[src/rtl/gray_counter_if.sv]
// Control/status bundle for gray_counter: step/mode controls in, Gray code and strobes out.
interface gray_counter_if #(
  parameter int WIDTH = 4
);
  logic             start;
  logic             stop;
  logic             en;
  logic             up;
  logic             oneshot;
  logic             load;
  logic [WIDTH-1:0] load_bin;
  logic [WIDTH-1:0] g;
  logic             running;
  logic             tc;
  logic             done;

  modport master (
    output start, stop, en, up, oneshot, load, load_bin,
    input  g, running, tc, done
  );

  modport slave (
    input  start, stop, en, up, oneshot, load, load_bin,
    output g, running, tc, done
  );
endinterface

[src/rtl/gray_counter.sv]
// Registered up/down Gray-code counter with load, wrap/one-shot modes and tc/done strobes.
// Latency: one edge from en to new code; no backpressure, en simply qualifies each step.
module gray_counter #(
  parameter int WIDTH = 4
) (
  input logic           clk,
  input logic           rst,
  gray_counter_if.slave bus
);

  typedef enum logic [1:0] {
    S_IDLE = 2'd0,
    S_RUN  = 2'd1,
    S_HALT = 2'd2
  } state_t;

  localparam logic [WIDTH-1:0] MAX = '1;
  localparam logic [WIDTH-1:0] ONE = WIDTH'(1);

  state_t           r_state;
  logic [WIDTH-1:0] r_bin;
  logic [WIDTH-1:0] r_g;
  logic             r_os;
  logic             r_running;
  logic             r_tc;
  logic             r_done;

  logic [WIDTH-1:0] w_bin_inc;
  logic [WIDTH-1:0] w_bin_dec;
  logic [WIDTH-1:0] w_start_val;
  logic             w_at_end;

  function automatic logic [WIDTH-1:0] to_gray(input logic [WIDTH-1:0] b);
    return b ^ (b >> 1);
  endfunction

  // Wrap falls out of modular add/sub, so the wrap step reuses the same paths.
  assign w_bin_inc   = r_bin + ONE;
  assign w_bin_dec   = r_bin - ONE;
  assign w_at_end    = bus.up ? (r_bin == MAX) : (r_bin == '0);
  assign w_start_val = bus.up ? '0 : MAX;

  always_ff @(posedge clk) begin
    if (rst) begin
      r_state   <= S_IDLE;
      r_bin     <= '0;
      r_g       <= '0;
      r_os      <= 1'b0;
      r_running <= 1'b0;
      r_tc      <= 1'b0;
      r_done    <= 1'b0;
    end else begin
      r_tc   <= 1'b0;
      r_done <= 1'b0;
      if (bus.load) begin
        r_bin <= bus.load_bin;
        r_g   <= to_gray(bus.load_bin);
      end else if (bus.stop) begin
        if (r_state != S_IDLE) begin
          r_state   <= S_IDLE;
          r_running <= 1'b0;
        end
      end else if (bus.start && r_state != S_RUN) begin
        r_state   <= S_RUN;
        r_os      <= bus.oneshot;
        r_running <= 1'b1;
        // Restarting after a one-shot run begins again from the start of range.
        if (r_state == S_HALT) begin
          r_bin <= w_start_val;
          r_g   <= to_gray(w_start_val);
        end
      end else if (r_state == S_RUN && bus.en) begin
        if (w_at_end && r_os) begin
          r_state   <= S_HALT;
          r_running <= 1'b0;
          r_done    <= 1'b1;
        end else begin
          r_tc  <= w_at_end;
          r_bin <= bus.up ? w_bin_inc : w_bin_dec;
          r_g   <= to_gray(bus.up ? w_bin_inc : w_bin_dec);
        end
      end
    end
  end

  assign bus.g       = r_g;
  assign bus.running = r_running;
  assign bus.tc      = r_tc;
  assign bus.done    = r_done;

endmodule

[src/flat_wrapper.sv]
// flat-port wrapper written by rule: the top's interface ports become plain ports
module gray_counter_flat 
#(
  parameter int WIDTH = 4
)
  (clk, rst, bus_start, bus_stop, bus_en, bus_up, bus_oneshot, bus_load, bus_load_bin, bus_g, bus_running, bus_tc, bus_done);
  gray_counter_if #(.WIDTH(WIDTH)) bus_i ();
  input logic clk;
  input logic rst;
  input wire logic [$bits(bus_i.start)-1:0] bus_start;
  input wire logic [$bits(bus_i.stop)-1:0] bus_stop;
  input wire logic [$bits(bus_i.en)-1:0] bus_en;
  input wire logic [$bits(bus_i.up)-1:0] bus_up;
  input wire logic [$bits(bus_i.oneshot)-1:0] bus_oneshot;
  input wire logic [$bits(bus_i.load)-1:0] bus_load;
  input wire logic [$bits(bus_i.load_bin)-1:0] bus_load_bin;
  output wire logic [$bits(bus_i.g)-1:0] bus_g;
  output wire logic [$bits(bus_i.running)-1:0] bus_running;
  output wire logic [$bits(bus_i.tc)-1:0] bus_tc;
  output wire logic [$bits(bus_i.done)-1:0] bus_done;
  assign bus_i.start = bus_start;
  assign bus_i.stop = bus_stop;
  assign bus_i.en = bus_en;
  assign bus_i.up = bus_up;
  assign bus_i.oneshot = bus_oneshot;
  assign bus_i.load = bus_load;
  assign bus_i.load_bin = bus_load_bin;
  assign bus_g = bus_i.g;
  assign bus_running = bus_i.running;
  assign bus_tc = bus_i.tc;
  assign bus_done = bus_i.done;
  gray_counter #(.WIDTH(WIDTH)) u_core (.clk(clk), .rst(rst), .bus(bus_i));
endmodule
[config.mk]
export PLATFORM = sky130hd
export DESIGN_NAME = gray_counter_flat
export DESIGN_NICKNAME = d
export VERILOG_FILES = /design/src/rtl/gray_counter_if.sv /design/src/rtl/gray_counter.sv /design/src/flat_wrapper.sv
export SDC_FILE = /design/constraint.sdc
export NUM_CORES = 1
export LEC_CHECK = 0
export BUFFER_PORTS_ARGS = -buffer_cell sky130_fd_sc_hd__buf_2
export CORE_MARGIN = 10
export CORE_UTILIZATION = 45
export DETAILED_ROUTE_END_ITERATION = 6
export PLACE_DENSITY = 0.77
export SETUP_SLACK_MARGIN = 0.05
export SLEW_MARGIN = 10
export SYNTH_ARGS = -nofsm -noshare
export SYNTH_HDL_FRONTEND = slang
export SYNTH_SLANG_ARGS = --single-unit
[constraint.sdc]
create_clock -name clk -period 3.6 [get_ports clk]
set_clock_uncertainty 0.2 [all_clocks]
set_input_delay 0.36 -clock clk [delete_from_list [all_inputs] [get_ports clk]]
set_output_delay 0.36 -clock clk [all_outputs]
set_load 0.02 [all_outputs]
==> results of run 1 <==
path summary, 6_finish.rpt:
kind                         from               to  depth (start not counted)
setup / recovery  u_core.r_bin[0]  u_core.r_bin[2]                          6
hold / removal        bus_oneshot      u_core.r_os                          3
setup reg to reg  u_core.r_bin[0]  u_core.r_bin[2]                          6
hold reg to reg       u_core.r_os    u_core.bus.tc                          1
final cells by class:
| cell class | count | area share [%] |
|---|---|---|
| Multi-Input combinational cell | 68 | 54.3 |
| Sequential cell | 12 | 25.7 |
| Timing Repair Buffer | 18 | 9.63 |
| Clock buffer | 4 | 3.88 |
| Tap cell | 25 | 3.34 |
| Inverter | 8 | 3.21 |
state kept, by name, indices dropped and copies added (netlist names):
signal	flops
u_core.bus.done	1
u_core.bus.g	4
u_core.bus.tc	1
u_core.r_bin	3
u_core.r_os	1
u_core.r_state	2
through the flow:
step	instance area (um^2)	util [%]	worst slack (ns)	total power, mW
4_1_cts	936	54.8	1.49	0.356
2_1_floorplan	801	-	1.69	0.219
3_3_place_gp	900	52.7	1.49	0.241
3_5_place_dp	900	52.7	1.46	0.243
6_report	936	54.8	1.47	0.359
5_1_grt	936	54.8	1.32	0.373
layout by cell type, fill, tap and decap left out, drive strengths merged, types with 3 or more instances in the layout:
| cell | instances |
|---|---|
| xnor2 | 5 |
| and2 | 3 |
| a21oi | 7 |
| inv | 8 |
| o21ai | 4 |
| a221oi | 7 |
| nor2 | 9 |
| nor3 | 5 |
| dfxtp | 12 |
| xor2 | 3 |
| buf | 18 |
| clkbuf | 4 |
worst max-delay path, delay by kind of cell, from the launching register on:
kind                       cells  cell delay, ns
buffers and inverters          1            0.13
adders and majority gates      1            0.42
AOI/OAI and AO/OA              2            0.34
xor gates and xnor gates       1            0.27
DFF                            1            0.48
and+or+nand+nor                1            0.21
layer usage:
| layer | vias to the layer above | track usage (%) | routed length, um |
|---|---|---|---|
| met5 | - | 0 | 0 |
| met1 | 366 | 12.2 | 894 |
| met3 | 6 | 3.05 | 132 |
| met2 | 31 | 17.1 | 1030 |
| met4 | 0 | 3.14 | 31 |
| li1 | 373 | - | - |
report_power, final:
group          internal, mW  total, mW  switching, mW
registers             0.140      0.149        0.00821
logic                0.0408     0.0962         0.0554
clock network        0.0616      0.114         0.0526
total                 0.243      0.359          0.116
logic make-up after synthesis:
group / Yosys count / share of synthesized area, %
AO/OA/AOI/OAI: 28 / 27.5
AND/OR/NAND/NOR: 27 / 19.1
buffers and inverters: 12 / 6.56
flip-flops: 12 / 30.0
XOR/XNOR: 8 / 8.75
adder cells (fa/ha/maj): 3 / 5.62
multiplexers: 2 / 2.50
==> flow_results.org, run 1 <==
** Die
- Area of the core :: between 1500 and 2000 um^2
- For this configuration, the core starts out at a cell density of 46.9%.
- The floorplan step set the die width to around 62 um.
- Num ports :: 19
- Die span in y :: roughly 62 um
- Area of the die :: slightly below 4000 um^2
- Cell row count :: 15

** Timing
- Measured against its own limit, the worst slew margin works out to ~70%.
- Derived from the worst setup path, the maximum achievable clock frequency is roughly 470 MHz.
- Sum of negative setup slack :: 0 ns
- Setup violations remaining at the end of the flow were counted as 0.
- Hold is met by 0.129 ns.
- The hold violation count in the final report came to 0.
- Pins Over Slew Limit :: 0
- Dividing the final minimum period by the clock period gives 59.1%.
- Unrepaired setup endpoints after global routing :: no
- Worst slew pin tran :: 0.421 ns
- For the finished layout, the period the worst path requires is between 2 and 2.5 ns.

** Power
- Power density cells :: roughly 380 nW/um^2
- Peak supply drop :: about 370 uV
- Summed over all cells, the static leakage comes to ~0.38 nW.

** Global route
- Total global routing track utilization :: 10.3%
- First-pass GRT wire length :: 3440 um
- Residual overflow from global routing :: 0
- Entering global routing, the biggest net connects 18 pins.
- The initial antenna violation count came to 0.
- Number of global-route vias before repair :: about 750

** Synth
- Counting flops and latches in the post-synthesis netlist gives 12.
- The biggest area contributor in the post-synthesis netlist is dfxtp_1.
- Most used standard cell by instance count after synthesis :: dfxtp_1
- Synthesized area :: roughly 800 um^2
- After synthesis, the cell types taking the most area are dfxtp_1 (30%), a221oi_1 (7.7%), xnor2_1 (5.5%).
- Yosys mapped a number of flops with a built-in enable equal to 0.
- The number of nets in the synthesized netlist is around 110.
- Share of flip-flops with an asynchronous set or reset after synthesis :: 0%
- Proportion of netlist area held by the largest area contributor :: a little under a third
- Count of yosys warnings during synthesis :: 0
- Synthesized area divided by synthesized cell count :: 8.70 um^2
- In the synthesized netlist the dominant register cell turns out to be dfxtp_1.
- Fraction of the yosys area taken by sequential cells :: a little under a third
- Cell variety after synth :: 33
- The commonest cells after synthesis are dfxtp_1 (12), nor2_1 (9), inv_1 (8).
- In the synthesized netlist, the number of instances is between 90 and 100.

** Finish
- The post-route netlist has about 28% of its cells at a drive strength greater than 1.
- 0 antenna diodes ended up in the layout.
- Summing all multi-input logic gate instances after layout gives around 510 um^2.
- Summing all flip-flop and latch instances after layout gives 240 um^2.
- From synthesis to final layout, the design area changed by 16.9%.
- Counting the fill cells in the layout gives 173.
- Post-route non-filler standard cell count :: around 140
- Post-layout net count :: 126

** Routing
- The detailed router finished its first iteration with 27 violations.
- DRC :: 0
- Via density per instance :: between 5 and 6
- The first TritonRoute pass finished after 4 iterations.
- For this block, the routed nets add up to between 2000 and 2500 um of wire.
- In this run the remaining antenna-violating nets after routing total 0.
- The final route contains between 700 and 800 vias.
- In the final routed layout, each cell accounts on average for ~15 um.

** Setup path
- Crit path launch type :: flop
- Critical path data required time :: approximately 3.6 ns
- The setup path with the least slack is of type flop to flop.
- Data on the critical path arrives at its endpoint at ~2.1 ns.
- Largest driver fanout on the critical path :: 7
- Element type at the critical path end :: flop
- Slowest stage cell, crit path :: dfxtp_1
- Cell-by-cell trace of the critical path :: inv_1 -> fa_1 -> xnor2_1 -> and2_1 -> a21oi_1 -> a221oi_1
- For this run, the slowest stage of the critical path takes between 0.4 and 0.5 ns.
- For flop-to-flop paths, the worst setup slack is around 1.5 ns.

** Flow run
- The tool flagged a number of max-cap violations equal to 0.

** Clock network
- Clock Sinks :: 12
- Clock insertion delay at the later pin of the skew report :: between 0.2 and 0.3 ns
- In this run the number of H-tree levels came out at 1.
- After clock tree synthesis, the flow added hold-fix buffers numbering 0.
- Post-cts resize count :: 0
- Clock Pin Slew Worst Setup and Hold Paths :: ~0.090 ns
- CTS Buf Count :: 3
- Post-CTS timing repair inserted 0 buffers for setup.
- TritonCTS built the clock tree.
- Max clock buf depth :: 2
- In this run the clock root is driven by a clkbuf_4.

** Placement
- Buffers placed on the I/O ports in this run total 18.
- Cell count after placement :: around 130
- GPL Wtd Cong :: 0.841
- DPL Wire Length :: between 1500 and 2000 um

** Hold path
- The path class of the tightest hold or removal check is input pin to flop.

** Status
- The run finished with clean final reports.
Power figures use the tool's default switching activity.
==> inputs of run 2 (changes only) <==
==> constraint.sdc (replaced) <==
create_clock -name clk -period 2 [get_ports clk]
set_clock_uncertainty 0.2 [all_clocks]
set_input_delay 0.2 -clock clk [delete_from_list [all_inputs] [get_ports clk]]
set_output_delay 0.2 -clock clk [all_outputs]
set_load 0.02 [all_outputs]
==> run 2 against run 1 <==
Non-clock buffer count is 5 higher; combinational power is 100% higher; first-iteration DRC count is 52% lower; sequential share of layout area is 1.9 points lower; die area did not move; cell count rose by 3.7%; utilization grew 4.6 points; highest routed layer unchanged.
==> flow_results.org, run 2 (synthesis gave the netlist of run 1 again) <==
** Status
- The flow ran to the end, and the final reports show no timing, DRC or antenna violations.

** Placement
- GPL Wtd Cong :: around 0.83
- Buffers added on ports :: 18
- Post-place setup slack :: ~0.029 ns
- DPL Wire Length :: 1440 um

** Timing
- The worst path needs approximately 1.8 ns of the cycle, external delays included.
- Remaining max-slew budget at the tightest pin :: 73.7%
- Endpoints failing hold :: 0
- Setup violations remaining at the end of the flow were counted as 0.
- Based on the critical path, the design can be clocked at up to 544 MHz.
- For the pin with the worst max-slew slack, the measured transition is about 0.4 ns.
- Adding up every negative setup slack in the final design gives 0 ns.
- Pins Over Slew Limit :: 0
- Least setup slack across all paths after layout :: between 0.15 and 0.2 ns
- Setup repair after global routing could not meet its margin everywhere.
- Part of the cycle the worst path needs :: 91.9%

** Die
- From bottom edge to top edge, the die measures about 62 um.
- Area of the core :: ~1700 um^2
- Pin placement for this block handled 19 I/O pins.
- Overall die width :: between 60 and 70 um
- The die covers between 3000 and 4000 um^2.
- Starting utilization of the core area :: a little under half
- The floorplan has 15 rows.

** Global route
- First-pass GRT wire length :: between 3000 and 4000 um
- Maximum number of pins on one net before global-route repair :: 18
- Total global routing track utilization :: about a tenth
- The initial antenna violation count was 0.
- Residual overflow from global routing :: 0
- The via count of the first global-routing pass was approximately 730.

** Finish
- Commonest non-fill, non-tap cells in the layout :: buf_2 (18), dfxtp_1 (11), nor2_1 (9), inv_1 (8), a21oi_1 (7)
- The final layout contains about 130 nets.
- The library cell used most frequently in the layout, excluding fill and tap cells, is buf_2.
- Area overhead of the layout relative to synthesis :: 26.7%
- The filler cells instantiated in the layout total roughly 160.
- Proportion of layout cells with a drive suffix above 1 :: between 30% and 40%
- Flip-flop count of the largest register after layout :: 4
- The number of antenna diodes in the final layout is 0.

** Clock network
- After clock tree synthesis, the clock-pin slew on the worst setup and hold paths is 0.08 ns.
- In this run the number of H-tree levels came out at 1.
- The clock passes through at most 2 buffers.
- Clock insertion delay at the later pin of the skew report :: between 0.2 and 0.3 ns
- In this run the clock root is driven by a clkbuf_4.
- TritonCTS built the clock tree.
- Clock Sinks :: 12
- The number of clock buffers added by TritonCTS is 3.

** Routing
- After detailed routing, the total wire length is around 1900 um.
- TritonRoute pass-1 iters :: 4
- Via density per instance :: around 5.3
- In the routed design, unresolved DRC markers number 0.
- For this block, the via count after detailed routing is 740.
- The first routing iteration left 13 violations.
- Average routed wire per standard cell :: between 10 and 15 um
- The detail route stage leaves a number of antenna-violating nets equal to 0.

** Hold path
- The tightest min-delay check is of the input pin to flop type.

** Power
- Peak supply drop :: between 400 and 500 uV
- Summed over all cells, the static leakage comes to 0.412 nW.
- Power density cells :: around 650 nW/um^2

** Setup path
- Element type at the critical path end :: flop
- Data arrives at the worst endpoint at approximately 1.8 ns.
- Crit path launch type :: flop
- For the worst setup path, the data required time is between 1.5 and 2 ns.
- Along the worst path, the maximum fanout reaches 8.
- Critical Setup Path Class :: flop to flop

** Flow run
- The tool flagged a number of max-cap violations equal to 0.
-- run 2: through the flow --
| stage | instances | total power [mW] | hold WS, ns | instance area (um^2) | util, % |
|---|---|---|---|---|---|
| floorplan | 92 | 0.395 | 0.147 | 801 | - |
| global placement | 134 | 0.441 | 0.239 | 922 | 54.0 |
| detailed placement | 134 | 0.442 | 0.244 | 922 | 54.0 |
| CTS | 139 | 0.644 | 0.0161 | 968 | 56.7 |
| global route | 140 | 0.697 | 0.0380 | 1010 | 59.4 |
| finish | 140 | 0.658 | 0.0346 | 1010 | 59.4 |
-- run 2: metal layers --
| layer | GRT usage (%) | up-vias | part of all wire [%] |
|---|---|---|---|
| met2 | 15.9 | 17 | 48 |
| li1 | - | 382 | - |
| met3 | 3.05 | 5 | 4.6 |
| met5 | 0 | - | 0 |
| met1 | 11.3 | 336 | 46 |
| met4 | 5.14 | 0 | 1.9 |
-- run 2: worst max-delay path, cell delays in order (launching register included) --
cell and delay (ns):
dfxtp_2 0.33, buf_4 0.14, and4_2 0.22, a22oi_2 0.32, o22ai_4 0.20, a221oi_1 0.24, a211oi_1 0.07
-- run 2: where the power goes --
part	internal, mW	switching [mW]	leakage (nW)
Clock	0.111	0.0910	0.0210
Sequential	0.253	0.0113	0.0989
Combinational	0.0875	0.104	0.292
-- run 2: area by class of cell --
| cell class | instances | area (um^2) | area share (%) |
|---|---|---|---|
| well taps | 25 | 31.3 | 3.08 |
| repair buffers | 23 | 130 | 12.8 |
| flip-flops and latches | 12 | 241 | 23.8 |
| clock buffers | 4 | 36.3 | 3.58 |
| inverters | 8 | 30.0 | 2.96 |
| multi-input cells | 68 | 546 | 53.8 |
-- run 2: path summary, 6_finish.rpt --
check / from / to / slack (ns) / cells after the start
max: u_core.r_bin[1] / u_core.bus.g[1] / 0.16 / 6
min: rst / u_core.r_os / 0.03 / 2
max reg2reg: u_core.r_bin[1] / u_core.bus.g[1] / 0.16 / 6
min reg2reg: u_core.bus.g[1] / u_core.bus.g[1] / 0.27 / 2
-- run 2: repair_timing --
item | 4_1_cts | 5_1_grt
hold buffers | 1 | 0
resized for setup | 0 | 7
hold endpoints to repair | 1 | 0
buffers inserted | 0 | 1
endpoints found under the setup margin | 0 | 7
==> inputs of run 3 (changes only) <==
--- a/config.mk
+++ b/config.mk
@@ -7,9 +7,10 @@
 export LEC_CHECK = 0
 export BUFFER_PORTS_ARGS = -buffer_cell sky130_fd_sc_hd__buf_2
 export CORE_MARGIN = 10
-export CORE_UTILIZATION = 45
+export CORE_UTILIZATION = 54
+export CTS_BUF_LIST = sky130_fd_sc_hd__clkbuf_8
 export DETAILED_ROUTE_END_ITERATION = 6
-export PLACE_DENSITY = 0.77
+export PLACE_DENSITY = 0.88
 export SETUP_SLACK_MARGIN = 0.05
 export SLEW_MARGIN = 10
 export SYNTH_ARGS = -nofsm -noshare
==> run 3 against run 2 <==
Via count rose by 5.3%; power is 2.3% higher; critical endpoint is now u_core.bus.g[3]; count of clock-buffer cells in the layout is 1 lower; clock power up 6%; sequential cell count is the same.
==> flow_results.org, run 3 (synthesis gave the netlist of run 1 again) <==
** Status
- Result of the run :: complete, no violations

** Setup path
- Critical path data required time :: between 1.5 and 2 ns
- Top cell family by delay on the critical path :: compound AO/OA/AOI/OAI gates
- The critical path is of the flop to flop type.
- Crit path launch type :: flop
- STA classifies the critical path endpoint as a flop.
- Slowest stage cell, crit path :: dfxtp_1
- For this run, the slowest stage of the critical path takes about 0.32 ns.
- Traced cell by cell, the critical path runs through buf_4 -> and4_2 -> a22oi_2 -> o22ai_4 -> buf_4 -> a221oi_2.
- Counting both buffers and inverters, the worst setup path holds a total of 2.
- Data arrives at the worst endpoint at between 1.5 and 2 ns.
- Dominant cell type by count on the critical path :: buf_4
- Largest driver fanout on the critical path :: 7

** Clock network
- Clock Pin Slew Worst Setup and Hold Paths :: ~0.050 ns
- The tree is rooted in a clkbuf_8.
- No sink is reached through more buffers than the 2 on the longest clock path.
- Hold repair after CTS inserted 0 buffers.
- CTS built an H-tree with a depth of 1.
- The clock net in this run drives a total of 12 sinks.
- The later pin in the worst-skew pair is clocked with a latency of about 0.24 ns.
- TritonCTS clock tree :: built
- The number of clock buffers added by TritonCTS is 3.

** Global route
- Global routing consumed, over all layers together, approximately an eighth of the routing resources.
- Number of antenna violations at the first check in global routing :: 0
- Residual overflow from global routing :: 0
- First-pass GRT wire length :: approximately 3300 um
- Number of global-route vias before repair :: slightly below 800
- Entering global routing, the biggest net connects 18 pins.

** Power
- Power spread over the standard cell area amounts to approximately 670 nW/um^2.
- VDD sags by at most approximately 550 uV.
- Static leakage :: between 0.4 and 0.5 nW

** Routing
- In this run, the number of DRC markers left after iteration 0 of detailed routing was 11.
- DRC :: 0
- TritonRoute pass-1 iters :: 4
- The routed design has ~2000 um of wire.
- In this run the remaining antenna-violating nets after routing total 0.
- In the routed layout, each cell is associated on average with a via count of slightly below 6.
- The routed layout has between 700 and 800 vias.
- Dividing the detail-routed wire length by the instance count gives 15.5 um.

** Finish
- The area growth from synthesis to layout is 26.3%.
- The count of cells in the finished layout, fillers not included, comes to ~130.
- Most common cell after layout, fill and taps aside :: buf_2
- Inserted Diodes :: 0
- The register with the most flip-flops in the layout has 4 of them.
- Share of the core filled with cells :: roughly three quarters
- The top cell types in the final layout, fill and taps aside, are buf_2 (18), dfxtp_1 (12), nor2_1 (9), inv_1 (8), buf_4 (8).
- The layout has between 100 and 150 filler cells.
- Proportion of layout cells with a drive suffix above 1 :: about 36%
- Post-layout net count :: ~130

** Timing
- Unrepaired setup endpoints after global routing :: yes
- Endpoints failing hold :: 0
- Fmax :: about 540 MHz
- Sum of negative setup slack :: 0 ns
- Part of the cycle the worst path needs :: between 90 and 100%
- At the pin with the least slew margin, the transition time is about 0.38 ns.
- Subtracting the final worst setup slack from the clock period gives 1.86 ns.
- # setup viols final :: 0
- Pins Over Slew Limit :: 0
- Across all hold checks on the routed design, the worst slack comes to around 0.0009 ns.
- Remaining max-slew budget at the tightest pin :: roughly three quarters

** Placement
- DPL Wire Length :: 1520 um
- Counting tap cells, the placed design contains a total of ~120 instances.
- Buffers added on ports :: 18
- The congestion estimate from routability-driven global placement came to ~0.82.

** Die
- Area of the die :: about 3400 um^2
- Die span in y :: roughly 60 um
- Cell row count :: 13
- Overall die width :: 58.5 um
- The core region is between 1000 and 1500 um^2.
- Num ports :: 19
- Starting utilization of the core area :: between 50% and 60%

** Flow run
- Across the run, the number of max-cap violations was 0.

** Hold path
- The min-delay analysis places its worst path in the category input pin to flop.
run 3: cell count changes in the layout (fill, tap and decap cells not counted), sizes merged:
cell / previous run / this run
dlygate4sd3: 1 / 0
clkbuf: 4 / 3
buf: 22 / 26
run 3: tightest hold or removal path: cells and delay by family:
kind / cells / cell delay, ns
AND/OR/NAND/NOR: 1 / 0.07
buffers and inverters: 1 / 0.07
multiplexers: 1 / 0.05
run 3: what timing repair did:
action                     4_1_cts  5_1_grt
setup buffers                    0        5
setup endpoints to repair        0        6
gates resized for setup          0        4
run 3: path summary, 6_finish.rpt:
kind,cells after the start,to,slack (ns),start
hold reg to reg,2,u_core.bus.g[1],0.26,u_core.bus.g[1]
setup reg to reg,6,u_core.bus.g[3],0.14,u_core.r_bin[1]
hold / removal,3,u_core.r_os,0.0009,bus_oneshot
setup / recovery,6,u_core.bus.g[3],0.14,u_core.r_bin[1]
run 3: layout make-up:
class | count | area [um^2] | share of cell area [%]
flip-flops and latches | 12 | 240 | 23.8
clock buffers | 3 | 41.3 | 4.08
multi-input cells | 68 | 531 | 52.5
inverters | 8 | 30.0 | 2.97
well taps | 15 | 18.8 | 1.86
repair buffers | 26 | 150 | 14.9
run 3: where the power goes:
group	internal, mW	total, mW	leakage, nW	switching [mW]
Sequential	0.254	0.265	0.0985	0.0110
Clock	0.132	0.215	0.0216	0.0826
Combinational	0.0883	0.194	0.304	0.106
run 3: routing by layer:
metal	wire length, um	global-route usage, %	up-vias
met5	0	0	-
met2	1030	20.2	15
met1	877	12.7	371
li1	-	-	389
met4	19	3.02	0
met3	115	4.72	4
run 3: per-stage QoR:
stage	total power, mW	worst slack [ns]	cell area, um^2
floorplan	0.395	0.0868	801
global placement	0.440	0.0576	910
detailed placement	0.445	0.00456	910
CTS	0.664	0.111	951
global route	0.713	0.0106	1010
finish	0.674	0.139	1010
